### src/rtl/hazard_control_pkg.sv
`default_nettype none
// +----------------------------------------------------------------------+
// | hazard_control_pkg : shared pipeline constants and FSM state encoding |
// | Revision: 1.0                                                        |
// +----------------------------------------------------------------------+
package hazard_control_pkg;

   localparam int c_cnt_w           = 16;
   localparam int c_mem_lat_default = 1;

   typedef enum logic [0:0] {
      RUN  = 1'b0,
      WAIT = 1'b1
   } state_e;

endpackage
`default_nettype wire

### src/rtl/sat_counter16.sv
`default_nettype none
// +----------------------------------------------------------------------+
// | sat_counter16 : event counter that sticks at its all-ones value       |
// | Revision: 1.0                                                        |
// +----------------------------------------------------------------------+
module sat_counter16
   import hazard_control_pkg::*;
(
   input  logic               clk,
   input  logic               rst,
   input  logic               inc,
   output logic [c_cnt_w-1:0] count
);

   logic [c_cnt_w-1:0] count_q;
   logic [c_cnt_w-1:0] count_d;

   always_comb begin
      count_d = count_q;
      if (inc && (count_q != {c_cnt_w{1'b1}})) begin
         count_d = count_q + 1'b1;
      end
   end

   always_ff @(posedge clk) begin
      if (rst) begin
         count_q <= '0;
      end else begin
         count_q <= count_d;
      end
   end

   assign count = count_q;

endmodule
`default_nettype wire

### src/rtl/hazard_control.sv
`default_nettype none
// +----------------------------------------------------------------------+
// | hazard_control : load-use stall, branch flush and memory-wait freeze  |
// | Revision: 1.0                                                        |
// +----------------------------------------------------------------------+
module hazard_control
   import hazard_control_pkg::*;
#(
   parameter int MEM_LAT = c_mem_lat_default
)(
   input  logic               clk,
   input  logic               rst,
   input  logic [4:0]         if_id_rs,
   input  logic [4:0]         if_id_rt,
   input  logic               if_id_uses_rt,
   input  logic               id_ex_memread,
   input  logic [4:0]         id_ex_rt,
   input  logic               ex_mem_memread,
   input  logic               pcsrc,
   output logic               pc_write,
   output logic               if_id_write,
   output logic               id_ex_write,
   output logic               ex_mem_write,
   output logic               mem_wb_write,
   output logic               id_ex_bubble,
   output logic               flush_if_id,
   output logic               flush_id_ex,
   output logic               flush_ex_mem,
   output logic [c_cnt_w-1:0] stall_cnt,
   output logic [c_cnt_w-1:0] flush_cnt,
   output logic [c_cnt_w-1:0] freeze_cnt
);

   localparam logic       c_lat_gt1   = (MEM_LAT > 1);
   localparam logic [3:0] c_wait_init = (MEM_LAT > 1) ? 4'(MEM_LAT - 2) : 4'd0;

   state_e     state_q, state_d;
   logic [3:0] wcnt_q, wcnt_d;
   logic       freeze, loaduse;
   logic       stall_ev, flush_ev, freeze_ev;

   always_comb begin
      freeze  = ((state_q == RUN) && ex_mem_memread && c_lat_gt1) ||
                ((state_q == WAIT) && (wcnt_q != 4'd0));
      loaduse = id_ex_memread && (id_ex_rt != 5'd0) &&
                ((id_ex_rt == if_id_rs) || (if_id_uses_rt && (id_ex_rt == if_id_rt)));

      state_d = state_q;
      wcnt_d  = wcnt_q;
      case (state_q)
         RUN: begin
            if (freeze) begin
               state_d = WAIT;
               wcnt_d  = c_wait_init;
            end
         end
         WAIT: begin
            if (wcnt_q != 4'd0) begin
               wcnt_d = wcnt_q - 4'd1;
            end else begin
               state_d = RUN;
            end
         end
         default: state_d = RUN;
      endcase
   end

   // Priority: reset override, then freeze, then branch flush, then load-use.
   always_comb begin
      pc_write     = 1'b1;
      if_id_write  = 1'b1;
      id_ex_write  = 1'b1;
      ex_mem_write = 1'b1;
      mem_wb_write = 1'b1;
      id_ex_bubble = 1'b0;
      flush_if_id  = 1'b0;
      flush_id_ex  = 1'b0;
      flush_ex_mem = 1'b0;
      stall_ev     = 1'b0;
      flush_ev     = 1'b0;
      freeze_ev    = 1'b0;
      if (!rst) begin
         if (freeze) begin
            pc_write     = 1'b0;
            if_id_write  = 1'b0;
            id_ex_write  = 1'b0;
            ex_mem_write = 1'b0;
            mem_wb_write = 1'b0;
            freeze_ev    = 1'b1;
         end else if (pcsrc) begin
            flush_if_id  = 1'b1;
            flush_id_ex  = 1'b1;
            flush_ex_mem = 1'b1;
            flush_ev     = 1'b1;
         end else if (loaduse) begin
            pc_write     = 1'b0;
            if_id_write  = 1'b0;
            id_ex_bubble = 1'b1;
            stall_ev     = 1'b1;
         end
      end
   end

   always_ff @(posedge clk) begin
      if (rst) begin
         state_q <= RUN;
         wcnt_q  <= 4'd0;
      end else begin
         state_q <= state_d;
         wcnt_q  <= wcnt_d;
      end
   end

   sat_counter16 u_stall_cnt (
      .clk   (clk),
      .rst   (rst),
      .inc   (stall_ev),
      .count (stall_cnt)
   );

   sat_counter16 u_flush_cnt (
      .clk   (clk),
      .rst   (rst),
      .inc   (flush_ev),
      .count (flush_cnt)
   );

   sat_counter16 u_freeze_cnt (
      .clk   (clk),
      .rst   (rst),
      .inc   (freeze_ev),
      .count (freeze_cnt)
   );

endmodule
`default_nettype wire

### config.mk
export PLATFORM = sky130hd
export DESIGN_NAME = hazard_control
export DESIGN_NICKNAME = d
export VERILOG_FILES = /design/src/rtl/hazard_control_pkg.sv /design/src/rtl/sat_counter16.sv /design/src/rtl/hazard_control.sv
export SDC_FILE = /design/constraint.sdc
export NUM_CORES = 1
export LEC_CHECK = 0
export CAP_MARGIN = 20
export CORE_ASPECT_RATIO = 0.9
export CORE_MARGIN = 2
export CORE_UTILIZATION = 40
export CTS_BUF_LIST = sky130_fd_sc_hd__clkbuf_8
export DETAILED_ROUTE_END_ITERATION = 7
export DONT_BUFFER_PORTS = 1
export HOLD_SLACK_MARGIN = 0.06
export PLACE_DENSITY = 0.68
export RECOVER_POWER = 25
export SLEW_MARGIN = 20
export SYNTH_ARGS = -nofsm -noshare
export SYNTH_HDL_FRONTEND = slang
export SYNTH_SLANG_ARGS = --single-unit
### constraint.sdc
create_clock -name clk -period 2.18 [get_ports clk]
set_clock_uncertainty 0.1 [all_clocks]
set_input_delay 0.545 -clock clk [delete_from_list [all_inputs] [get_ports clk]]
set_output_delay 0.545 -clock clk [all_outputs]
set_load 0.05 [all_outputs]
### After elaboration in Yosys (flattened, before gate mapping)

Index checks and enable logic that the tools add are counted.
W data, S select, Z words.

| storage, ports and cells | value |
|---|---|
| word-level logic and storage cells | 48 |
| input bits | 21 |
| register bits after elaboration | 53 |
| output and inout bits | 57 |

| cells by class | value |
|---|---|
| multiplexer cells | 20 |
| reductions and logical operators | 11 |
| equality and inequality tests | 7 |
| bitwise gates (word level) | 1 |
| add/subtract/negate cells | 4 |

Operators with widths:

| operator | number |
|---|---|
| $add A16 B1 Y16 const B | 3 |
| $ne A16 B16 Y1 const B | 3 |
| $mux W1 | 16 |
| $eq A5 B5 Y1 | 2 |
| $mux W4 | 2 |
| $pmux W4 S2 | 1 |
| $logic_and A1 B1 Y1 | 7 |
| $reduce_bool A5 Y1 | 1 |
| $reduce_bool A4 Y1 | 1 |
| $sub A4 B1 Y4 const B | 1 |
| $ne A2 B1 Y1 const B | 1 |
| $ne A2 B2 Y1 const B | 1 |
| $pmux W1 S2 | 1 |
| $reduce_and A2 Y1 | 1 |
| $logic_or A1 B1 Y1 | 1 |
| $not A1 Y1 | 1 |

### Longest topological paths before layout

Gate-level depths: netlist of the first run.

| logic depth | value |
|---|---|
| depth in word-level cells | 9 |
| depth in mapped cells | 9 |
| depth with buffers taken out | 9 |

### Cells and area by module

Synthesis of the first run repeated with hierarchy kept, for this count alone.

| unflattened totals | value |
|---|---|
| cell total of the unflattened synthesis | 349 |
| area, all modules | 2984.1 µm² |

By module, submodules not included:

| module | seq. area each (µm²) | cells an instance | area an instance (µm²) | times used |
|---|---|---|---|---|
| sat_counter16 | 320.3 | 99 | 848.3 | 3 |
| hazard_control | 100.1 | 52 | 439.2 | 1 |

### Worst setup path after synthesis of the first run

No wires, ideal clock.

| path | value |
|---|---|
| path kind | reg2reg |
| from | register wcnt_q[0] |
| to | register u_flush_cnt.count_q[13], in the netlist u_flush_cnt.count[13] |
| period minus slack after synthesis | 2995 ps |
| data required time | 2010 ps |
| cell stages (with the launch flop) | 10 |
| data arrival time | 2825 ps |
| slack | -815 ps |
| library setup time | 70 ps |
| path buffers | 1 |
| cells stage by stage | dfxtp_1 -> inv_1 -> ha_1 -> or3b_4 -> a211oi_2 -> o21a_1 -> buf_2 -> nand3_1 -> or3_1 -> a21oi_1 |

| on the way | value |
|---|---|
| longest elaborated chain between the ends | 5 |

Ends and longest elaborated chain:

| item | RTL line | text |
|---|---|---|
| start, declared | hazard_control.sv:38 | `logic [3:0] wcnt_q, wcnt_d;` |
| start signal, assigned | hazard_control.sv:110 | `wcnt_q <= wcnt_d;` |
| $reduce_bool A4 Y1 | hazard_control.sv:44 | `((state_q == WAIT) && (wcnt_q != 4'd0));` |
| $logic_and A1 B1 Y1 | hazard_control.sv:44 |  |
| $mux W1 (2 in a row) | - |  |
| net flush_ex_mem | hazard_control.sv:28 | `output logic flush_ex_mem,` |
| $logic_and A1 B1 Y1 | sat_counter16.sv:20 | `if (inc && (count_q != {c_cnt_w{1'b1}})) begin` |
| end signal, assigned | sat_counter16.sv:29 | `count_q <= count_d;` |
| end, declared | sat_counter16.sv:15 | `logic [c_cnt_w-1:0] count_q;` |

The timed path passes the listed nets, and every way through them passes these cells.
A chain may end at the register's enable or synchronous reset.

### Worst setup path after layout of the first run

| path | value |
|---|---|
| from | register wcnt_q[0] |
| to | output port id_ex_bubble |

| on the way | value |
|---|---|
| longest elaborated chain between the ends | 4 |

Ends and longest elaborated chain:

| item | RTL line | text |
|---|---|---|
| $reduce_bool A4 Y1 | hazard_control.sv:44 |  |
| $logic_and A1 B1 Y1 | hazard_control.sv:44 |  |
| $mux W1 | hazard_control.sv:83 | `if (freeze) begin` |
| $mux W1 | hazard_control.sv:82 | `if (!rst) begin` |
| end, declared | hazard_control.sv:25 | `output logic id_ex_bubble,` |

No other way between the ends.

==> results of run 1 <==
-- worst max-delay path, cell delays in order, from the launching register on --
cell	delay, ns
dfxtp_2	0.33
inv_2	0.07
ha_4	0.13
or3b_4	0.42
a21oi_4	0.17
buf_6	0.13
nand2_4	0.05
nor2_4	0.11
buf_12	0.14
-- routing by layer --
metal	global-route usage, %	vias to the layer above	wire length, µm
met4	4.62	0	44
li1	-	1272	-
met5	0	-	0
met1	22.2	1165	3080
met3	5.75	5	472
met2	34.5	76	3530
-- power by group --
part	internal [µW]	switching [µW]
Sequential	965	1.34
Clock	334	319
Combinational	56.4	66.3
-- layout make-up --
| class | instances | area, µm² |
|---|---|---|
| Fill cell | 554 | 2520 |
| Inverter | 6 | 26.3 |
| Multi-Input combinational cell | 244 | 1870 |
| Clock buffer | 5 | 68.8 |
| Clock inverter | 2 | 35.0 |
| Timing Repair Buffer | 89 | 802 |
| Sequential cell | 53 | 1080 |
| Tap cell | 90 | 113 |
-- registers in the layout (all words and copies together), names as in the netlist --
signal              flops
u_stall_cnt.count      16
state_q                 1
wcnt_q                  4
u_flush_cnt.count      16
u_freeze_cnt.count     16
-- per-stage QoR --
step	setup slack [ns]	cell area, µm²
floorplan	-0.438	2840
finish	-0.312	3990
global placement	-0.174	3500
global route	-0.383	3990
CTS	-0.406	3770
detailed placement	-0.185	3500
-- logic make-up after synthesis --
| group | share of synthesized area [%] |
|---|---|
| AOI/OAI and AO/OA | 9.37 |
| xor gates and xnor gates | 13.2 |
| adders and majority gates | 2.35 |
| buffers and inverters | 3.48 |
| DFF | 39.9 |
| muxes | 2.02 |
| and+or+nand+nor | 29.7 |
-- synthesized netlist by cell type, types with 6 or more instances --
| library cell | number |
|---|---|
| a21oi_1 | 16 |
| inv_1 | 6 |
| nand4_1 | 12 |
| xnor2_1 | 14 |
| and3_1 | 12 |
| xor2_1 | 26 |
| or3_1 | 12 |
| nand2_1 | 27 |
| nor2_1 | 44 |
| dfxtp_1 | 53 |
| and4_1 | 6 |
| nand3_1 | 19 |
| o21ai_0 | 12 |
-- worst max path at each step --
stage                      from                    end  slack [ns]  cells after the start
CTS                   wcnt_q[0]           mem_wb_write       -0.41                      7
finish                wcnt_q[0]           id_ex_bubble       -0.31                      8
detailed placement    wcnt_q[1]  u_stall_cnt.count[15]       -0.18                      8
global route          wcnt_q[0]           id_ex_bubble       -0.38                      8
global placement    id_ex_rt[1]  u_stall_cnt.count[15]       -0.17                      6
floorplan             wcnt_q[0]  u_flush_cnt.count[13]       -0.44                      9
-- timing repair --
item / 4_1_cts / 5_1_grt
endpoints found under the setup margin: 33 / 45
cloned: 1 / 0
pin swaps: 16 / 14
resized for setup: 32 / 32
setup buffers: 4 / 9
==> out/results.txt, run 1 <==
Syn Std Cell Area -> 2660 µm²
Worst setup SP type -> flop
Cells on Worst Hold Path -> 1
drt initial violations -> 101
drt first pass iters -> 4
fmax -> 401 MHz
Slew Limit Fails -> 0
Post-DP HPWL -> 4.83 mm
worst r2r dst -> u_stall_cnt.count[15]
FF-to-FF Start -> wcnt_q[0]
top post-synthesis cells by area -> dfxtp_1 (40%), xor2_1 (8.6%), nor2_1 (6.2%), xnor2_1 (4.6%), nand2_1 (3.8%)
placement row count -> 28
crit path time final -> 2.49 ns
Chip Height -> 81.3 µm
vias in the first global route -> 2497
ant diodes -> 0
CTS tree -> done
synth warn -> 0
Critical Path AT -> 1.85 ns
routed wire length -> 7.12 mm
Layout Area Growth over Synthesis -> 50.3%
Final Hold Viols -> 0
Non-Filler Instances -> 489
setup slack, reg-to-reg -> -0.27 ns
ANT nets after route -> 0
clk buf depth -> 2
Setup crit end kind -> output pin
outcome -> complete, but fails checks
CTS Buf Count -> 5
Avg Cell Area, Syn -> 8.44 µm²
initial antenna violation count -> 0
# DRC -> 0
period utilisation layout -> 114%
Total GRT Usage -> 18.9%
CTS H-tree lvls -> 2
Initial Util -> 40.8%
Cell Pwr Density -> 436 nW/µm²
Worst Min Path Start -> rst
layout cells sized above 1 -> 39.3%
EDFF count, synth -> 0
Max Cap Viol -> 0
Clk pin slew, worst setup/hold paths -> 0.09 ns
Post-synth top flop -> dfxtp_1
VDD IR max -> 0.325 mV
most common cell after layout, fill and taps aside -> buf_4
Pwr Total -> 1740 µW
failing checks -> negative setup slack
Die X -> 89.9 µm
Syn Inst Count -> 315
syn nets -> 341
RSZ-0062 raised after global routing -> yes
actual slew at the worst max-slew pin -> 0.445 ns
share of the synthesized area in the top cell type -> 39.9%
critical path class -> reg2out
# hold bufs at CTS -> 0
final hold slack -> 0.188 ns
core area -> 6520 µm²
Required @ worst endpoint -> 1.53 ns
setup TNS -> -3.76 ns
leading area contributor after synthesis -> dfxtp_1
r2r worst-path depth -> 9
most frequent cells in the layout -> buf_4 (70), dfxtp_1 (43), nor2_1 (42)
clk root buf -> clkbuf_8
CTS sink cnt -> 53
final core occ -> 61.3%
post-synth cell types -> 35
Die Footprint -> 7310 µm²
gr ovfl total -> 0
Seq/Total Area, Yosys -> 39.9%
GP Congestion -> 0.811
drt via density -> 5.15
ys async rst share -> 0%
first-pass GRT wire length -> 11.3 mm
vias -> 2518
worst-path maximum fanout -> 4
Ports -> 78
largest net degree at the start of global routing -> 57
WL per Instance -> 14.6 µm
layout net count -> 425
LEAKAGE -> 0.00155 µW
# setup viols final -> 24
port bufs -> 0
Slew headroom -> 70.3%
flop and latch count out of synthesis -> 53
Inst Count DP -> 469
hold endpoint -> u_stall_cnt.count[12]
setup ws final -> -0.312 ns
Clock Latency Late Sink -> 0.31 ns
Hold WC Path Type -> in2reg
No activity file was read; power rests on OpenSTA's default activity.
==> inputs of run 2 (changes only) <==
Settings changed: CTS_CLUSTER_DIAMETER from default to 100, SETUP_SLACK_MARGIN from default to 0.4.
==> out/results.txt, run 2 (synthesis gave the netlist of run 1 again) <==
Non-Filler Instances -> 491 (+0.41%)
Setup crit start -> wcnt_q[1]
Worst setup SP type -> flop
post-place setup slack -> -0.195 ns (-0.0103 ns)
RSZ-0062 raised after global routing -> yes
fmax -> 389 MHz (-3.1%)
Die Footprint -> 7310 µm² (unchanged)
Layout Area Growth over Synthesis -> 53.4%
Setup crit end kind -> output pin
port bufs -> 0 (unchanged)
vias in the first global route -> 2473 (-0.96%)
GR Layer Usage met1 -> 23.3% (+1.2 points)
critical path class -> reg2out
Ports -> 78 (unchanged)
Total GRT Usage -> 19.5% (+0.63 points)
Hold WC Path Type -> in2reg
Clk pin slew, worst setup/hold paths -> 0.08 ns (about the same)
actual slew at the worst max-slew pin -> 0.432 ns (-0.0131 ns)
Post-DP HPWL -> 4.95 mm (+2.6%)
Cell Pwr Density -> 438 nW/µm² (+0.43%)
setup TNS -> -7.19 ns (-3.43 ns)
Final Hold Viols -> 0 (unchanged)
drt initial violations -> 129 (+28%)
Cell Area, Placed -> 3560 µm² (+1.8%)
crit path time final -> 2.57 ns (+0.0801 ns)
CTS H-tree lvls -> 2 (unchanged)
clk buf depth -> 2 (unchanged)
Slew headroom -> 71.2% (+0.88 points)
Finished Cell Area -> 4080 µm² (+2.1%)
# hold bufs at CTS -> 0 (unchanged)
setup slack, reg-to-reg -> -0.37 ns (-0.10 ns)
r2r worst-path depth -> 10 (+1)
drt via density -> 5.20 (+1.0%)
ANT nets after route -> 0 (unchanged)
# DRC -> 0 (unchanged)
LEAKAGE -> 0.00161 µW (+3.7%)
VDD IR max -> 0.317 mV (-2.4%)
gr busiest metal -> met2
clk root buf -> clkbuf_8
layout cells sized above 1 -> 44.1% (+4.8 points)
initial antenna violation count -> 0 (unchanged)
M3 GR Usage -> 6.68% (+0.93 points)
vias -> 2554 (+1.4%)
drt first pass iters -> 6 (+2)
CTS Buf Count -> 5 (unchanged)
Die X -> 89.9 µm (unchanged)
worst r2r dst -> u_stall_cnt.count[15]
Chip Height -> 81.3 µm (unchanged)
routed wire length -> 7.24 mm (+1.6%)
period utilisation layout -> 118% (+3.7 points)
GP Congestion -> 0.839 (+3.4%)
Slew Limit Fails -> 0 (unchanged)
first-pass GRT wire length -> 11.8 mm (+4.1%)
WL per Instance -> 14.7 µm (+1.2%)
most frequent cells in the layout -> buf_4 (70), nor2_1 (42), dfxtp_1 (29)
core area -> 6520 µm² (unchanged)
crit path capture -> flush_if_id
Inst Count DP -> 467 (-0.43%)
failing checks -> negative setup slack
layout net count -> 426 (+0.24%)
largest net degree at the start of global routing -> 57 (unchanged)
ant diodes -> 0 (unchanged)
CTS tree -> done
Clock Latency Late Sink -> 0.30 ns (about the same)
# setup viols final -> 36 (+50%)
setup ws final -> -0.392 ns (-0.0801 ns)
most common cell after layout, fill and taps aside -> buf_4
FF-to-FF Start -> wcnt_q[1]
worst-path maximum fanout -> 4 (unchanged)
placement row count -> 28 (unchanged)
Required @ worst endpoint -> 1.53 ns (about the same)
Initial Util -> 40.8% (unchanged)
Critical Path AT -> 1.93 ns (+0.08 ns)
Max Cap Viol -> 0 (unchanged)
CTS sink cnt -> 53 (unchanged)
grt met2 use -> 34.8% (+0.38 points)
gr ovfl total -> 0 (unchanged)
outcome -> complete, but fails checks
run 2: timing repair:
| action | 4_1_cts | 5_1_grt |
|---|---|---|
| gates resized for setup | 43 | 18 |
| setup endpoints to repair | 58 | 58 |
| pin swaps | 21 | 11 |
| cloned | 1 | 0 |
| setup buffers | 12 | 3 |
run 2: power by group:
group          switching [µW]  internal [µW]  leakage [µW]
Combinational            68.6           65.2       0.00110
Sequential               1.46            958      0.000442
Clock                     322            370     0.0000626
Total                     392           1390       0.00161
run 2: layout make-up:
cell class	instances	area (µm²)
fillers	532	2440
multi-input cells	244	1900
flip-flops and latches	53	1110
repair buffers	90	811
well taps	90	113
clock buffers	6	82.6
clock inverters	2	33.8
inverters	6	26.3
run 2: how the worst min path moves through the flow:
| stage | from | to | depth (start not counted) |
|---|---|---|---|
| 6_report | rst | u_freeze_cnt.count[4] | 1 |
| 5_1_grt | rst | u_freeze_cnt.count[11] | 1 |
| 4_1_cts | rst | u_stall_cnt.count[7] | 1 |
| 3_5_place_dp | u_stall_cnt.count[2] | u_stall_cnt.count[2] | 2 |
| 3_3_place_gp | u_stall_cnt.count[2] | u_stall_cnt.count[2] | 2 |
| 2_1_floorplan | wcnt_q[1] | wcnt_q[1] | 2 |
run 2: worst max-delay path, stage by stage, from the launching register on:
cell	delay [ns]
dfxtp_2	0.33
inv_2	0.08
ha_4	0.12
or3b_4	0.41
buf_6	0.14
a211oi_4	0.24
buf_6	0.15
buf_16	0.16
run 2: metrics by stage:
step / power, µW / hold WS [ns] / util [%]
after floorplan: 1080 / 0.369 / -
after global placement: 1090 / 0.391 / 54.7
after detailed placement: 1100 / 0.404 / 54.7
after CTS: 1800 / 0.186 / 61.1
after global routing: 1860 / 0.185 / 62.6
final: 1790 / 0.206 / 62.6
run 2: layer usage:
| layer | share of wire (%) | vias up |
|---|---|---|
| li1 | - | 1278 |
| met1 | 42 | 1203 |
| met2 | 50 | 68 |
| met3 | 6.9 | 5 |
| met4 | 0.53 | 0 |
| met5 | 0 | - |
==> inputs of run 3 (changes only) <==
Settings changed: CORE_UTILIZATION 40 to 50, PLACE_DENSITY 0.68 to 0.8.
==> out/results.txt, run 3 (synthesis gave the netlist of run 1 again) <==
Largest delay share family, worst path -> simple AND/OR/NAND/NOR gates
layout cells sized above 1 -> 46.0% (+1.9 points)
most common cell after layout, fill and taps aside -> buf_4
Clk pin slew, worst setup/hold paths -> 0.10 ns (+0.02 ns)
# DRC -> 0 (unchanged)
GP Congestion -> 0.811 (-3.3%)
ant diodes -> 0 (unchanged)
Slowest cell on crit path -> or3b_4
# hold bufs at CTS -> 0 (unchanged)
Hold WC Path Type -> in2reg
CTS tree -> done
Final Hold Viols -> 0 (unchanged)
worst-path maximum fanout -> 4 (unchanged)
failing checks -> negative setup slack
vias -> 2689 (+5.3%)
crit path time final -> 2.53 ns (-0.0417 ns)
initial antenna violation count -> 0 (unchanged)
setup ws final -> -0.351 ns (+0.0417 ns)
final hold slack -> 0.193 ns (-0.0128 ns)
CP peak stage delay -> 0.43 ns (+0.02 ns)
CTS H-tree lvls -> 2 (unchanged)
critical path class -> reg2out
Die Footprint -> 5920 µm² (-19%)
Cell Pwr Density -> 405 nW/µm² (-7.6%)
Pwr Total -> 1630 µW (-8.5%)
RSZ-0062 raised after global routing -> yes
Chip Height -> 73.2 µm (-10%)
largest net degree at the start of global routing -> 57 (unchanged)
outcome -> complete, but fails checks
Ports -> 78 (unchanged)
count of buffer and inverter cells on the critical path -> 3 (-1)
VDD IR max -> 0.314 mV (-1.1%)
most frequent cells in the layout -> buf_4 (71), nor2_1 (42), dfxtp_1 (29)
Post-DP HPWL -> 4.86 mm (-1.9%)
actual slew at the worst max-slew pin -> 0.603 ns (+0.172 ns)
Slew Limit Fails -> 0 (unchanged)
Layout Area Growth over Synthesis -> 51.9%
drt via density -> 5.73 (+10%)
CTS sink cnt -> 53 (unchanged)
# setup viols final -> 39 (+8.3%)
final core occ -> 77.7% (+15 points)
gr ovfl total -> 0 (unchanged)
Critical Path AT -> 1.89 ns (-0.04 ns)
Clock Latency Late Sink -> 0.31 ns (about the same)
CTS Buf Count -> 5 (unchanged)
ANT nets after route -> 0 (unchanged)
CP cell instances -> inv_2 -> ha_1 -> or3b_4 -> a211oi_4 -> buf_6 -> buf_12
fmax -> 395 MHz (+1.6%)
Initial Util -> 51.2% (+10 points)
Die X -> 80.9 µm (-10%)
WL per Instance -> 16.5 µm (+12%)
Setup crit end kind -> output pin
routed wire length -> 7.75 mm (+7.1%)
drt initial violations -> 125 (-3.1%)
Worst setup SP type -> flop
Required @ worst endpoint -> 1.53 ns (about the same)
Slew headroom -> 59.5% (-12 points)
setup TNS -> -5.59 ns (+1.60 ns)
post-place setup slack -> -0.217 ns (-0.0223 ns)
layout net count -> 427 (+0.23%)
clk buf depth -> 2 (unchanged)
first-pass GRT wire length -> 11.3 mm (-4.5%)
core area -> 5190 µm² (-20%)
drt first pass iters -> 4 (-2)
period utilisation layout -> 116% (-1.9 points)
port bufs -> 0 (unchanged)
Total GRT Usage -> 24.3% (+4.8 points)
clk root buf -> clkbuf_8
Max Cap Viol -> 0 (unchanged)
vias in the first global route -> 2566 (+3.8%)
FILL cells -> 320 (-40%)
LEAKAGE -> 0.00159 µW (-0.75%)
placement row count -> 25 (-11%)
[run 3: layout make-up]
class	count	area, µm²	share of cell area [%]
inverter	6	26.3	0.651
timing repair buffer	91	802	19.9
multi-input combinational	244	1920	47.6
tap	67	83.8	2.08
clock buffer	5	68.8	1.70
sequential	53	1120	27.7
clock inverter	3	16.3	0.403
[run 3: power breakdown]
group	switching [µW]	internal (µW)
clock	322	223
sequential	2.38	957
combinational	69.2	60.0
total	394	1240
[run 3: metrics by stage]
step | cell area [µm²] | instances
4_1_cts | 3760 | 457
6_report | 4040 | 469
3_5_place_dp | 3450 | 436
3_3_place_gp | 3450 | 436
2_1_floorplan | 2930 | 315
5_1_grt | 4040 | 469
[run 3: final timing paths]
| kind | start | endpoint | slack, ns | cells past startpoint |
|---|---|---|---|---|
| min reg2reg | wcnt_q[3] | wcnt_q[3] | 0.44 | 2 |
| min | rst | u_freeze_cnt.count[6] | 0.19 | 1 |
| max | wcnt_q[1] | flush_id_ex | -0.35 | 6 |
| max reg2reg | wcnt_q[1] | u_stall_cnt.count[15] | -0.31 | 9 |
[run 3: repair_timing]
action,CTS,global route
resized for setup,28,44
pin swaps,12,27
cloned,0,1
endpoints found under the setup margin,58,58
setup buffers,13,11
[run 3: layer usage]
| layer | track usage (%) | vias up | routed length [µm] |
|---|---|---|---|
| li1 | - | 1283 | - |
| met1 | 27.5 | 1280 | 3100 |
| met2 | 43.8 | 112 | 3930 |
| met3 | 7.05 | 14 | 553 |
| met4 | 7.91 | 0 | 157 |
| met5 | 0 | - | 0 |
